`src/rtl/lidar_range_encoder_core_if.sv`:
```
// Symbol-in / byte-out bundle for the LiDAR range encoder.
// RANGE_ENC_STATS_EN adds the statistics counters to the bundle.
interface lidar_range_encoder_core_if;
    logic        sym_valid;
    logic        sym_ready;
    logic [15:0] cum_freq;
    logic [15:0] freq;
    logic [15:0] total_freq;
    logic        flush_req;
    logic        byte_valid;
    logic        byte_ready;
    logic [7:0]  byte_data;
    logic        busy;
    logic        flush_done;
    logic        sym_error;
`ifdef RANGE_ENC_STATS_EN
    logic [31:0] sym_count;
    logic [31:0] byte_count;
    logic [15:0] err_count;
`endif

    modport slave (
`ifdef RANGE_ENC_STATS_EN
        output sym_count,
        output byte_count,
        output err_count,
`endif
        input  sym_valid,
        output sym_ready,
        input  cum_freq,
        input  freq,
        input  total_freq,
        input  flush_req,
        output byte_valid,
        input  byte_ready,
        output byte_data,
        output busy,
        output flush_done,
        output sym_error
    );

    modport master (
`ifdef RANGE_ENC_STATS_EN
        input  sym_count,
        input  byte_count,
        input  err_count,
`endif
        output sym_valid,
        input  sym_ready,
        output cum_freq,
        output freq,
        output total_freq,
        output flush_req,
        input  byte_valid,
        output byte_ready,
        input  byte_data,
        input  busy,
        input  flush_done,
        input  sym_error
    );
endinterface

```
`src/rtl/lidar_range_encoder_core.sv`:
```
// Arithmetic range encoder: 32-bit low/range, serial divider, carry-aware byte output.
// Optional macro RANGE_ENC_STATS_EN adds sym/byte/err statistics counters.
module lidar_range_encoder_core #(
    parameter int PEND_W    = 16,
    parameter int TOP_SHIFT = 24
) (
    input logic                        clk,
    input logic                        reset,
    lidar_range_encoder_core_if.slave  bus
);

    typedef enum logic [2:0] {
        IDLE, DIV, UPD, RENORM, SHIFT, EMIT, FLUSH
    } state_t;

    localparam logic [31:0] RANGE_TOP = 32'd1 << TOP_SHIFT;

    state_t              state_q, state_d;
    logic [32:0]         low_q;
    logic [31:0]         range_q;
    logic [7:0]          cache_q;
    logic [PEND_W-1:0]   csize_q;
    logic [PEND_W-1:0]   pend_q;
    logic [15:0]         cum_q, freq_q, tot_q;
    logic [31:0]         quo_q;
    logic [15:0]         rem_q;
    logic [4:0]          div_cnt_q;
    logic [7:0]          byte_q;
    logic                flush_mode_q;
    logic [2:0]          flush_cnt_q;
    logic                flush_done_q;
    logic                sym_error_q;

    logic                sym_bad, accept, reject, start_flush;
    logic [16:0]         rem_sh;
    logic                q_bit;
    logic [15:0]         rem_nx;
    logic [31:0]         prod_c, prod_f;
    logic                carry, do_emit, xfer, last_byte, shift_done;
    logic                flush_end;
    logic [7:0]          top_byte;
    logic [32:0]         low_sh;
    logic [PEND_W-1:0]   csize_inc;

    assign sym_bad = (bus.total_freq == 16'd0) || (bus.freq == 16'd0) ||
                     (({1'b0, bus.cum_freq} + {1'b0, bus.freq}) >
                      {1'b0, bus.total_freq});
    assign accept      = (state_q == IDLE) && bus.sym_valid && !sym_bad;
    assign reject      = (state_q == IDLE) && bus.sym_valid && sym_bad;
    assign start_flush = (state_q == IDLE) && !bus.sym_valid && bus.flush_req;

    // restoring divide step: the dividend is shifted out of quo_q MSB-first
    assign rem_sh = {rem_q, quo_q[31]};
    assign q_bit  = rem_sh >= {1'b0, tot_q};
    assign rem_nx = q_bit ? 16'(rem_sh - {1'b0, tot_q}) : rem_sh[15:0];

    // q*cum < range always, so 32 bits are enough before the 33-bit add
    assign prod_c = quo_q * {16'd0, cum_q};
    assign prod_f = quo_q * {16'd0, freq_q};

    assign carry      = low_q[32];
    assign top_byte   = low_q[31:24];
    assign do_emit    = (top_byte != 8'hFF) || carry;
    assign xfer       = (state_q == EMIT) && bus.byte_ready;
    assign last_byte  = pend_q == '0;
    assign shift_done = ((state_q == SHIFT) && !do_emit) ||
                        (xfer && last_byte);
    assign flush_end  = (state_q == FLUSH) && (flush_cnt_q == 3'd5);
    assign low_sh     = {1'b0, low_q[23:0], 8'h00};
    assign csize_inc  = (csize_q == '1) ? csize_q : csize_q + PEND_W'(1);

    // state register
    always_ff @(posedge clk or posedge reset) begin
        if (reset) state_q <= IDLE;
        else       state_q <= state_d;
    end

    // next-state decode
    always_comb begin
        state_d = state_q;
        unique case (state_q)
            IDLE: begin
                if (accept)           state_d = DIV;
                else if (start_flush) state_d = FLUSH;
            end
            DIV:    if (div_cnt_q == 5'd31) state_d = UPD;
            UPD:    state_d = RENORM;
            RENORM: state_d = (range_q < RANGE_TOP) ? SHIFT : IDLE;
            SHIFT: begin
                if (do_emit)           state_d = EMIT;
                else if (flush_mode_q) state_d = FLUSH;
                else                   state_d = RENORM;
            end
            EMIT: begin
                if (xfer && last_byte)
                    state_d = flush_mode_q ? FLUSH : RENORM;
            end
            FLUSH:  state_d = (flush_cnt_q == 3'd5) ? IDLE : SHIFT;
            default: state_d = IDLE;
        endcase
    end

    // coder datapath: divider, interval update, shift_low and flush
    always_ff @(posedge clk or posedge reset) begin
        if (reset) begin
            low_q        <= 33'h0;
            range_q      <= 32'hFFFF_FFFF;
            cache_q      <= 8'h00;
            csize_q      <= PEND_W'(1);
            pend_q       <= '0;
            cum_q        <= 16'h0;
            freq_q       <= 16'h0;
            tot_q        <= 16'h0;
            quo_q        <= 32'h0;
            rem_q        <= 16'h0;
            div_cnt_q    <= 5'd0;
            byte_q       <= 8'h00;
            flush_mode_q <= 1'b0;
            flush_cnt_q  <= 3'd0;
            flush_done_q <= 1'b0;
            sym_error_q  <= 1'b0;
        end else begin
            flush_done_q <= 1'b0;
            sym_error_q  <= reject;
            if (accept) begin
                cum_q     <= bus.cum_freq;
                freq_q    <= bus.freq;
                tot_q     <= bus.total_freq;
                quo_q     <= range_q;
                rem_q     <= 16'h0;
                div_cnt_q <= 5'd0;
            end
            if (start_flush) begin
                flush_mode_q <= 1'b1;
                flush_cnt_q  <= 3'd0;
            end
            if (state_q == DIV) begin
                quo_q     <= {quo_q[30:0], q_bit};
                rem_q     <= rem_nx;
                div_cnt_q <= div_cnt_q + 5'd1;
            end
            if (state_q == UPD) begin
                low_q   <= low_q + {1'b0, prod_c};
                range_q <= prod_f;
            end
            if ((state_q == SHIFT) && do_emit) begin
                byte_q <= cache_q + {7'd0, carry};
                pend_q <= csize_q - PEND_W'(1);
            end
            if (xfer && !last_byte) begin
                byte_q <= 8'hFF + {7'd0, carry};
                pend_q <= pend_q - PEND_W'(1);
            end
            if (shift_done) begin
                low_q <= low_sh;
                if (do_emit) begin
                    cache_q <= top_byte;
                    csize_q <= PEND_W'(1);
                end else begin
                    csize_q <= csize_inc;
                end
                if (flush_mode_q) flush_cnt_q <= flush_cnt_q + 3'd1;
                else              range_q <= {range_q[23:0], 8'h00};
            end
            if (flush_end) begin
                low_q        <= 33'h0;
                range_q      <= 32'hFFFF_FFFF;
                cache_q      <= 8'h00;
                csize_q      <= PEND_W'(1);
                flush_mode_q <= 1'b0;
                flush_done_q <= 1'b1;
            end
        end
    end

    assign bus.sym_ready  = state_q == IDLE;
    assign bus.busy       = state_q != IDLE;
    assign bus.byte_valid = state_q == EMIT;
    assign bus.byte_data  = byte_q;
    assign bus.flush_done = flush_done_q;
    assign bus.sym_error  = sym_error_q;

`ifdef RANGE_ENC_STATS_EN
    logic [31:0] sym_cnt_q;
    logic [31:0] byte_cnt_q;
    logic [15:0] err_cnt_q;

    // statistics, cleared together with the stream on flush completion
    always_ff @(posedge clk or posedge reset) begin
        if (reset) begin
            sym_cnt_q  <= 32'd0;
            byte_cnt_q <= 32'd0;
            err_cnt_q  <= 16'd0;
        end else if (flush_end) begin
            sym_cnt_q  <= 32'd0;
            byte_cnt_q <= 32'd0;
            err_cnt_q  <= 16'd0;
        end else begin
            if (accept) sym_cnt_q  <= sym_cnt_q + 32'd1;
            if (xfer)   byte_cnt_q <= byte_cnt_q + 32'd1;
            if (reject) err_cnt_q  <= err_cnt_q + 16'd1;
        end
    end

    assign bus.sym_count  = sym_cnt_q;
    assign bus.byte_count = byte_cnt_q;
    assign bus.err_count  = err_cnt_q;
`endif

endmodule

```
`src/flat_wrapper.sv`:
```
// flat-port wrapper written by rule: the top's interface ports become plain ports
module lidar_range_encoder_core_flat 
#(
    parameter int PEND_W    = 16,
    parameter int TOP_SHIFT = 24
)
  (clk, reset, bus_sym_valid, bus_sym_ready, bus_cum_freq, bus_freq, bus_total_freq, bus_flush_req, bus_byte_valid, bus_byte_ready, bus_byte_data, bus_busy, bus_flush_done, bus_sym_error);
  lidar_range_encoder_core_if bus_i ();
  input logic clk;
  input logic reset;
  input wire logic [$bits(bus_i.sym_valid)-1:0] bus_sym_valid;
  output wire logic [$bits(bus_i.sym_ready)-1:0] bus_sym_ready;
  input wire logic [$bits(bus_i.cum_freq)-1:0] bus_cum_freq;
  input wire logic [$bits(bus_i.freq)-1:0] bus_freq;
  input wire logic [$bits(bus_i.total_freq)-1:0] bus_total_freq;
  input wire logic [$bits(bus_i.flush_req)-1:0] bus_flush_req;
  output wire logic [$bits(bus_i.byte_valid)-1:0] bus_byte_valid;
  input wire logic [$bits(bus_i.byte_ready)-1:0] bus_byte_ready;
  output wire logic [$bits(bus_i.byte_data)-1:0] bus_byte_data;
  output wire logic [$bits(bus_i.busy)-1:0] bus_busy;
  output wire logic [$bits(bus_i.flush_done)-1:0] bus_flush_done;
  output wire logic [$bits(bus_i.sym_error)-1:0] bus_sym_error;
  assign bus_i.sym_valid = bus_sym_valid;
  assign bus_sym_ready = bus_i.sym_ready;
  assign bus_i.cum_freq = bus_cum_freq;
  assign bus_i.freq = bus_freq;
  assign bus_i.total_freq = bus_total_freq;
  assign bus_i.flush_req = bus_flush_req;
  assign bus_byte_valid = bus_i.byte_valid;
  assign bus_i.byte_ready = bus_byte_ready;
  assign bus_byte_data = bus_i.byte_data;
  assign bus_busy = bus_i.busy;
  assign bus_flush_done = bus_i.flush_done;
  assign bus_sym_error = bus_i.sym_error;
  lidar_range_encoder_core #(.PEND_W(PEND_W), .TOP_SHIFT(TOP_SHIFT)) u_core (.clk(clk), .reset(reset), .bus(bus_i));
endmodule
```
`config.mk`:
```
export PLATFORM = sky130hd
export DESIGN_NAME = lidar_range_encoder_core_flat
export DESIGN_NICKNAME = d
export VERILOG_FILES = /design/src/rtl/lidar_range_encoder_core_if.sv /design/src/rtl/lidar_range_encoder_core.sv /design/src/flat_wrapper.sv
export SDC_FILE = /design/constraint.sdc
export NUM_CORES = 2
export LEC_CHECK = 0
export ABC_AREA = 1
export CORE_MARGIN = 5
export CORE_UTILIZATION = 50
export DETAILED_ROUTE_END_ITERATION = 12
export MAX_ROUTING_LAYER = met4
export PLACE_DENSITY = 0.65
export SLEW_MARGIN = 30
export SYNTH_ARGS = -nofsm -noshare
export SYNTH_HDL_FRONTEND = slang
export SYNTH_SLANG_ARGS = --single-unit
```
`constraint.sdc`:
```
create_clock -name clk -period 10.85 [get_ports clk]
set_clock_uncertainty 0.15 [all_clocks]
set_input_delay 1.6275 -clock clk [delete_from_list [all_inputs] [get_ports clk]]
set_output_delay 1.6275 -clock clk [all_outputs]
set_load 0.05 [all_outputs]
```
==> flow_summary.json <==
{
  "routed_wl_mm": 104,
  "dr.pass1.iters": 6,
  "grt_first_pass_wirelength_mm": 170,
  "syn-cell-area_mm2": 0.0378,
  "setup_tns_ps": 0,
  "viasPerCell": 5.33,
  "endpoint_kind": "flop",
  "synth-edff-count": 0,
  "dieArea_mm2": 0.0813,
  "h-tree-depth": 1,
  "syn_avg_cell_area_um2": 7.49,
  "critPathTopFamily": "adder cells",
  "layout.nets": 5846,
  "max_cap_violations": 0,
  "cts.root.buffer_cell": "clkbuf_16",
  "worstSetupStartpoint": "u_core.quo_q[12]",
  "drive_above_1_share_pct": 3.79,
  "drtIter0Drc": 2578,
  "rsz0062_at_grt": "no",
  "period_share_pct": 74.1,
  "fin_crit_ps": 8040,
  "slew_violations": 0,
  "postCtsResizedCells": 0,
  "reg2reg_from": "u_core.quo_q[12]",
  "antenna_found_initial": 1,
  "slew-limit-headroom_pct": 31.9,
  "synth_largest_area_cell": "fa_1",
  "ff2ff_setup_slack_ps": 2810,
  "fp-row-count": 100,
  "yosys_most_used_dff": "dfrtp_1",
  "core_area_mm2": 0.0747,
  "synth.net_count": 5934,
  "synthTopCellsByArea": "fa_1, nand2_1, dfrtp_1",
  "portBuffers": 65,
  "io_pins": 66,
  "cts_tree": "done",
  "clkSinkCount": 223,
  "status": "completed",
  "max_freq_mhz": 124,
  "grt_pass1_vias": 31644,
  "report.final.hold_viol_count": 0,
  "fin_util_pct": 54.0,
  "placed_area_mm2": 0.0392,
  "required_ps": 11160,
  "clk_pin_slew_ps": 60,
  "finalSetupViolations": 0,
  "grt_use_total_pct": 26.4,
  "crit_path_frequent_cell": "nand2_1",
  "synth_top_area_share_pct": 32.3,
  "routedWlPerCell_um": 17.5,
  "path_buf_inv": 5,
  "hp-class": "flop to flop",
  "post-route-cell-area_mm2": 0.0403,
  "synth_seq_cells": 223,
  "synth_seq_area_share_pct": 14.9,
  "slowest_stage": "dfrtp_1",
  "holdWs_ps": 327,
  "postCtsSetupRepairBufs": 0,
  "gp_congestion": 0.945,
  "numCtsBuffers": 29,
  "cpPeakStageDelay_ps": 980,
  "yosys.cell_count.top_type": "nand2_1",
  "hold_depth": 1,
  "worstHoldStart": "u_core.div_cnt_q[3]",
  "start_util_pct": 50.7,
  "synth_common_cells": "nand2_1, inv_1, fa_1",
  "area_growth_pct": 6.55,
  "clock_tree.buffer_depth": 3,
  "yosysWarnings": 0,
  "arrival_ps": 8350,
  "fill_cells": 7083,
  "start_kind": "flop",
  "synth_cells": 5052,
  "die_x_um": 285,
  "hpwl_mm": 81.0,
  "insertion_delay_ps": 590,
  "cts_hold_buf": 0,
  "ys_async_sr_fraction_pct": 100,
  "worstRegToRegCells": 32,
  "grt_max_degree": 85,
  "drc": 0,
  "vias": 31739,
  "die_h_um": 285,
  "synth_cell_types": 62,
  "worstReg2RegEnd": "u_core.low_q[32]",
  "cp_max_fo": 19,
  "hold_end": "u_core.div_cnt_q[3]",
  "ant_nets": 0,
  "worstMarginPinSlew_ps": 1020,
  "overflow": 0,
  "critPathKind": "flop to flop"
}
-- cells by family after synthesis --
logic type | count (synthesis) | synth area share [%]
AO/OA/AOI/OAI | 572 | 8.43
AND/OR/NAND/NOR | 1907 | 20.2
multiplexers | 2 | 0.0529
adder cells (fa/ha/maj) | 829 | 39.5
XOR/XNOR | 118 | 2.73
flip-flops | 223 | 14.9
buffers and inverters | 1401 | 14.2
-- stage by stage --
step           setup WS (ps)  cells
2_1_floorplan           3020   5052
3_3_place_gp            3070   5901
3_5_place_dp            2940   5902
4_1_cts                 2920   5956
5_1_grt                 2370   5957
6_report                2810   5957
-- routing by layer --
layer  track usage (%)  wire (um)
met5                 -          0
met4              5.95       2540
met3              3.59       8000
met2              40.6      47000
met1              37.8      46600
-- how the worst max path moves through the flow --
stage / to / slack (ps) / depth (start not counted)
2_1_floorplan: u_core.bus.byte_data[0] / 3020 / 1
3_5_place_dp: u_core.low_q[32] / 2940 / 32
3_3_place_gp: u_core.low_q[31] / 3070 / 29
5_1_grt: u_core.low_q[32] / 2370 / 29
4_1_cts: u_core.low_q[32] / 2920 / 32
6_report: u_core.low_q[32] / 2810 / 32
-- flip-flops by register name, indices dropped and copies added, names as in the netlist --
signal / cells
u_core.bus.byte_data: 8
u_core.bus.flush_done: 1
u_core.bus.sym_error: 1
u_core.cache_q: 8
u_core.csize_q: 16
u_core.cum_q: 16
u_core.div_cnt_q: 5
u_core.flush_cnt_q: 3
u_core.flush_mode_q: 1
u_core.freq_q: 16
u_core.low_q: 33
u_core.pend_q: 16
u_core.quo_q: 32
u_core.range_q: 32
u_core.rem_q: 16
u_core.state_q: 3
u_core.tot_q: 16
-- cell type report --
cell class	instances	area, um2	share of cell area (%)
Timing Repair Buffer	126	1130	2.81
Inverter	1156	4350	10.8
Clock buffer	32	747	1.85
Tap cell	969	1210	3.01
Clock inverter	22	380	0.943
Sequential cell	223	5620	13.9
Multi-Input combinational cell	3428	26900	66.7
Antenna cell	1	2.50	0.00621
-- cell usage in the layout, fill, tap and decap left out, types with 11 or more instances in the layout --
cell type / netlist / final
dfrtp_1: 190 / 190
o211ai_1: 24 / 24
o21bai_1: 11 / 11
clkbuf_16: 0 / 29
xnor2_1: 46 / 46
ha_1: 218 / 218
nand2_1: 1502 / 1501
xor2_1: 72 / 72
buf_4: 9 / 59
a21oi_1: 198 / 197
nand4_1: 27 / 27
fa_1: 611 / 611
nor3_1: 35 / 35
clkdlybuf4s50_1: 0 / 65
o21ai_1: 16 / 17
inv_1: 1150 / 1149
nor2_1: 127 / 125
nand3_1: 156 / 156
o22ai_1: 11 / 11
a21o_1: 18 / 18
nor4_1: 21 / 21
o21ai_0: 235 / 234
dfstp_2: 33 / 33
-- worst reg2reg max path: cells and delay by family (launching register included) --
kind,cells,cell delay (ps)
DFF,1,980
and+or+nand+nor,16,2240
adders and majority gates,8,3820
xor gates and xnor gates,1,80
buffers and inverters,5,310
AOI/OAI and AO/OA,2,340
Power is not shown: default switching activity piles up to over one toggle a cycle in this logic, so the estimate is an artifact.
